<file path="config.mk">
export PLATFORM = sky130hd
export DESIGN_NAME = ex_mem_skid_stage
export DESIGN_NICKNAME = d
export VERILOG_FILES = /design/src/rtl/ex_mem_skid_stage.sv
export SDC_FILE = /design/constraint.sdc
export NUM_CORES = 1
export LEC_CHECK = 0
export CORE_MARGIN = 4
export CORE_UTILIZATION = 50
export CTS_CLUSTER_DIAMETER = 200
export DETAILED_ROUTE_END_ITERATION = 7
export GPL_TIMING_DRIVEN = 0
export PLACE_DENSITY_LB_ADDON = 0.05
export SKIP_CTS_REPAIR_TIMING = 1
export SLEW_MARGIN = 20
export SYNTH_ARGS = -nofsm -noshare
export SYNTH_HDL_FRONTEND = slang
export SYNTH_SLANG_ARGS = --single-unit
export TNS_END_PERCENT = 30
</file>
<file path="constraint.sdc">
create_clock -name clk -period 4.5 [get_ports clk]
set_input_delay 0.9 -clock clk [delete_from_list [all_inputs] [get_ports clk]]
set_output_delay 0.9 -clock clk [all_outputs]
set_load 0.005 [all_outputs]
</file>
<file path="src/rtl/ex_mem_skid_stage.sv">
// rtl/ex_mem_skid_stage.sv - EX/MEM pipeline register with 2-entry skid buffer and branch resolve
//
// Purpose:
//   Registers the ALU result/ZERO pair and the memory/writeback control bits
//   coming out of EX, resolving branch-taken and branch-target at capture time.
//   A main entry drives the outputs; a skid entry absorbs one extra instruction
//   when MEM stalls, so in_ready depends on registered state only.
//
// Ports:
//   clk, reset            - rising-edge clock, synchronous active-high reset
//   in_valid / in_ready   - EX-side handshake
//   alu_result, zero, pc, imm, rs2_data, rd,
//   branch, mem_read, mem_write, reg_write, mem_to_reg - instruction fields from EX
//   flush                 - discard every held entry and the same-cycle input
//   out_valid / out_ready - MEM-side handshake
//   out_*                 - presented entry; control bits and branch_taken gated by out_valid

module ex_mem_skid_stage #(
  parameter int DATA_W = 64,
  parameter int RD_W   = 5
) (
  input  logic              clk,
  input  logic              reset,
  input  logic              in_valid,
  output logic              in_ready,
  input  logic [DATA_W-1:0] alu_result,
  input  logic              zero,
  input  logic [DATA_W-1:0] pc,
  input  logic [DATA_W-1:0] imm,
  input  logic [DATA_W-1:0] rs2_data,
  input  logic [RD_W-1:0]   rd,
  input  logic              branch,
  input  logic              mem_read,
  input  logic              mem_write,
  input  logic              reg_write,
  input  logic              mem_to_reg,
  input  logic              flush,
  output logic              out_valid,
  input  logic              out_ready,
  output logic [DATA_W-1:0] out_alu_result,
  output logic [DATA_W-1:0] out_write_data,
  output logic [RD_W-1:0]   out_rd,
  output logic              out_mem_read,
  output logic              out_mem_write,
  output logic              out_reg_write,
  output logic              out_mem_to_reg,
  output logic              out_branch_taken,
  output logic [DATA_W-1:0] out_branch_target
);

  typedef struct packed {
    logic [DATA_W-1:0] alu_result;
    logic [DATA_W-1:0] write_data;
    logic [DATA_W-1:0] branch_target;
    logic [RD_W-1:0]   rd;
    logic              mem_read;
    logic              mem_write;
    logic              reg_write;
    logic              mem_to_reg;
    logic              branch_taken;
  } entry_t;

  typedef enum logic [1:0] {
    EMPTY = 2'd0,
    ONE   = 2'd1,
    TWO   = 2'd2
  } state_t;

  state_t state_q, state_d;
  entry_t main_q, main_d;
  entry_t skid_q, skid_d;
  entry_t in_entry;
  logic   accept;
  logic   pop;

  // Branch outcome is resolved here so a held entry never recomputes it.
  always_comb begin
    in_entry               = '0;
    in_entry.alu_result    = alu_result;
    in_entry.write_data    = rs2_data;
    in_entry.branch_target = pc + (imm << 1);
    in_entry.rd            = rd;
    in_entry.mem_read      = mem_read;
    in_entry.mem_write     = mem_write;
    in_entry.reg_write     = reg_write;
    in_entry.mem_to_reg    = mem_to_reg;
    in_entry.branch_taken  = branch & zero;
  end

  assign in_ready  = (state_q != TWO);
  assign out_valid = (state_q != EMPTY);
  assign accept    = in_valid & in_ready;
  assign pop       = out_valid & out_ready;

  always_comb begin
    state_d = state_q;
    main_d  = main_q;
    skid_d  = skid_q;
    case (state_q)
      EMPTY: begin
        if (accept) begin
          main_d  = in_entry;
          state_d = ONE;
        end
      end
      ONE: begin
        if (accept && pop) begin
          main_d = in_entry;
        end else if (accept) begin
          // Main is stalled; keep it untouched so outputs stay stable.
          skid_d  = in_entry;
          state_d = TWO;
        end else if (pop) begin
          state_d = EMPTY;
        end
      end
      TWO: begin
        if (pop) begin
          main_d  = skid_q;
          skid_d  = '0;
          state_d = ONE;
        end
      end
      default: state_d = EMPTY;
    endcase
    // Entries become unreachable once state is EMPTY; their data may stay stale.
    if (flush) begin
      state_d = EMPTY;
    end
  end

  always_ff @(posedge clk) begin
    if (reset) begin
      state_q <= EMPTY;
      main_q  <= '0;
      skid_q  <= '0;
    end else begin
      state_q <= state_d;
      main_q  <= main_d;
      skid_q  <= skid_d;
    end
  end

  assign out_alu_result    = main_q.alu_result;
  assign out_write_data    = main_q.write_data;
  assign out_rd            = main_q.rd;
  assign out_branch_target = main_q.branch_target;
  assign out_mem_read      = out_valid & main_q.mem_read;
  assign out_mem_write     = out_valid & main_q.mem_write;
  assign out_reg_write     = out_valid & main_q.reg_write;
  assign out_mem_to_reg    = out_valid & main_q.mem_to_reg;
  assign out_branch_taken  = out_valid & main_q.branch_taken;

endmodule

</file>
==> impl_metrics.csv <==
group,metric,value,unit
worst_setup_path,slowest_stage,"clkbuf_1",
final_layout,num-fill-cells,3553,
sta,slew_headroom,0.333,
sta,fin_skew,0.0153,ns
die,io_pins,476,
worst_setup_path,worstPathArrival,3.48,ns
logic_synthesis,ys_seq_area_frac,0.389,
logic_synthesis,syn-cell-area,20900,um2
global_route,grt_remaining_overflow,0,
pwr,sequentialPowerShare,0.404,
drt,vias,22000,
sta,fin_crit,4.38,ns
hold_path,hold_depth,2,
worst_setup_path,worst_setup_path_start_kind,"register",
die,fp.coreArea,41000,um2
status,outcome,"finished clean",
sta,whs,0.451,ns
pwr,p_leak,10.8,nW
logic_synthesis,postSynth.topFlopCell,"dfxtp_1",
drt,ant_nets,0,
pwr,cellInternalPower,7.01,mW
sta,tightestPinTransition,1.00,ns
drt,drc,0,
worst_setup_path,path_buf_inv,4,
worst_setup_path,slowest_delay,0.67,ns
cts,clock_latency,0.55,ns
cts,cts_made_buffers,42,
drt,drtIter0Drc,2043,
logic_synthesis,ys_types,63,
drt,drt_pass1_iterations,6,
logic_synthesis,synthArstFlopShare,0,
final_layout,fin_cells,3845,
sta,timing.fmax,0.228,GHz
pwr,p_sw,2.65,mW
cts,cts_tree,"built",
die,start_util,0.509,
logic_synthesis,syn_nets,3097,
logic_synthesis,synth-edff-count,0,
sta,slew_viol_final,0,
global_route,grt_use_total,0.309,
die,dieWidth,212,um
sta,hold_viol,0,
die,die-height,212,um
cts,clock_sinks,406,
run,drv_cap,0,
pwr,combPwrFrac,0.220,
worst_setup_path,required,3.60,ns
final_layout,multiInputGateArea,10400,um2
global_route,grt_antenna_before_repair,7,
worst_setup_path,setup.worst_path.end_class,"primary output",
logic_synthesis,ys_top_cells_by_count,"571 x nand2_1, 406 x dfxtp_1, 294 x a21oi_1",
sta,setup_viol,0,
logic_synthesis,postSynthCellCount,2762,
hold_path,hold_path_class,"reg2reg",
final_layout,utilization,0.676,
pwr,powerDensity,348,nW/um2
logic_synthesis,post-synth-top-area-fraction,0.389,
global_route,grt_pass1_vias,20600,
final_layout,syn2layout_area_growth,32.8,%
logic_synthesis,ys_ff_latch,406,
worst_setup_path,reg2reg_depth,8,
final_layout,finalNetCount,3612,
worst_setup_path,crit_family,"buffers and inverters",
sta,timing.final.crit_share,0.974,
drt,routedWlPerCell,19.4,um
logic_synthesis,yosysMostFrequentCell,"nand2_1",
worst_setup_path,cp.depth,5,
die,std_cell_rows,74,
placement,place.gp.congestion,0.897,
cts,clk_pin_slew,0.07,ns
drt,drt_wl_total,74700,um
die,design.die.area,45100,um2
cts,root_buffer,"clkbuf_16",
placement,dpl.hpwl,57800,um
global_route,grt_max_degree,15,
cts,htree_levels,2,
logic_synthesis,synthTopCellsByArea,"dfxtp_1 39%, nand2_1 10%, buf_4 7.1%",
cts,clockBufferDepth,3,
global_route,grt_pass1_wl,113000,um
logic_synthesis,synth_top_cell_by_area,"dfxtp_1",
sta,rsz0062_at_grt,"no",
pwr,peakVddDrop,0.246,mV
final_layout,drive_gt1_frac,0.0828,
final_layout,regArea,8130,um2
logic_synthesis,avgSynthCellArea,7.56,um2
pwr,clkPwrFrac,0.376,
pwr,netSwitchingFraction,0.275,
worst_setup_path,path_max_fanout,11,
placement,io_buffers,472,
worst_setup_path,setup.worst_path.class,"reg2out",
placement,dp.cells,3766,
worst_setup_path,worstPathCellList,"nor2b_1 > inv_1 > clkbuf_1 > buf_1 > clkdlybuf4s50_1",
drt,vias_per_cell,5.71,
placement,dpl_cell_area,26300,um2
logic_synthesis,synth_warnings,0,
final_layout,design_area,27700,um2
[registers in the layout, summed over array words and instances (netlist names)]
name	count
state_q	2
out_alu_result	64
out_write_data	64
out_rd	5
skid_q	202
out_branch_target	64
main_q	5
[cell usage in the layout (no fill, tap or decap), types with 5 or more instances in the layout]
| cell type | Yosys | final |
|---|---|---|
| dfxtp_1 | 406 | 406 |
| nand2_1 | 571 | 571 |
| nand2b_1 | 9 | 9 |
| and2_1 | 6 | 6 |
| or3_1 | 6 | 6 |
| a211oi_1 | 53 | 53 |
| a21o_1 | 29 | 29 |
| a21oi_1 | 294 | 294 |
| buf_1 | 13 | 13 |
| clkbuf_1 | 199 | 207 |
| a221oi_1 | 5 | 5 |
| buf_4 | 197 | 197 |
| nor2_1 | 278 | 278 |
| o21ai_0 | 74 | 73 |
| o21a_1 | 8 | 8 |
| nand4_1 | 21 | 21 |
| a22o_1 | 9 | 9 |
| clkbuf_16 | 0 | 43 |
| a311oi_1 | 142 | 142 |
| clkbuf_8 | 0 | 10 |
| and3_1 | 5 | 5 |
| o21bai_1 | 12 | 12 |
| a22oi_1 | 5 | 5 |
| xor2_1 | 31 | 31 |
| ha_1 | 62 | 62 |
| clkdlybuf4s50_1 | 0 | 472 |
| nor3_1 | 31 | 30 |
| inv_1 | 21 | 21 |
| nand3_1 | 168 | 168 |
| xnor2_1 | 26 | 26 |
| a211o_1 | 5 | 5 |
| a31oi_1 | 10 | 10 |
| clkinv_2 | 0 | 6 |
| nor2b_1 | 12 | 12 |
[path summary, 6_finish.rpt]
check,start,to,slack [ns]
max,state_q[1]$_SDFFE_PP0P_,in_ready,0.12
min,skid_q[62]$_SDFFE_PP0P_,skid_q[62]$_SDFFE_PP0P_,0.45
max reg2reg,state_q[1]$_SDFFE_PP0P_,out_branch_target[2]$_SDFFE_PP0P_,1.19
min reg2reg,skid_q[62]$_SDFFE_PP0P_,skid_q[62]$_SDFFE_PP0P_,0.45
[layout make-up]
class | count | area share
well taps | 532 | 0.0240
plain buffers | 409 | 0.0821
clock buffers | 63 | 0.0451
clock inverters | 13 | 0.00677
inverters | 21 | 0.00284
diodes | 4 | 0.000361
repair buffers | 472 | 0.170
multi-input cells | 1925 | 0.375
flip-flops and latches | 406 | 0.293
[power groups by stage]
stage / Combinational [mW] / Sequential (mW) / Clock (mW)
2_1_floorplan: 1.14 / 3.94 / 0
3_3_place_gp: 2.06 / 3.97 / 0
3_5_place_dp: 2.09 / 3.98 / 0
4_1_cts: 2.10 / 3.90 / 3.65
5_1_grt: 2.29 / 3.92 / 3.79
6_report: 2.12 / 3.90 / 3.63
[through the flow]
step / setup TNS (ns) / total power [mW] / setup slack [ns]
2_1_floorplan: 0 / 5.08 / 0.821
3_3_place_gp: -3.30 / 6.03 / -0.367
3_5_place_dp: -4.19 / 6.06 / -0.436
4_1_cts: -0.0451 / 9.65 / -0.0451
5_1_grt: 0 / 10.0 / 0.00829
6_report: 0 / 9.66 / 0.116
[cells by family after synthesis]
family / synth area share
adder cells (fa/ha/maj): 0.0381
AND/OR/NAND/NOR: 0.224
buffers and inverters: 0.113
flip-flops: 0.389
AO/OA/AOI/OAI: 0.210
XOR/XNOR: 0.0239
multiplexers: 0.00192
[layer usage]
metal,vias to the layer above,track usage,share of wire
li1,10400,-,-
met1,10400,0.404,0.41
met2,982,0.526,0.48
met3,162,0.0584,0.087
met4,8,0.0873,0.028
met5,-,0,0.00072
[worst reg2reg max path: cells and delay by family (launching register included)]
kind / cells / cell delay, ns
flip-flops: 1 / 0.36
AO/OA/AOI/OAI: 2 / 0.38
buffers and inverters: 3 / 1.84
AND/OR/NAND/NOR: 3 / 0.67
No activity file was read; power rests on OpenSTA's default activity.
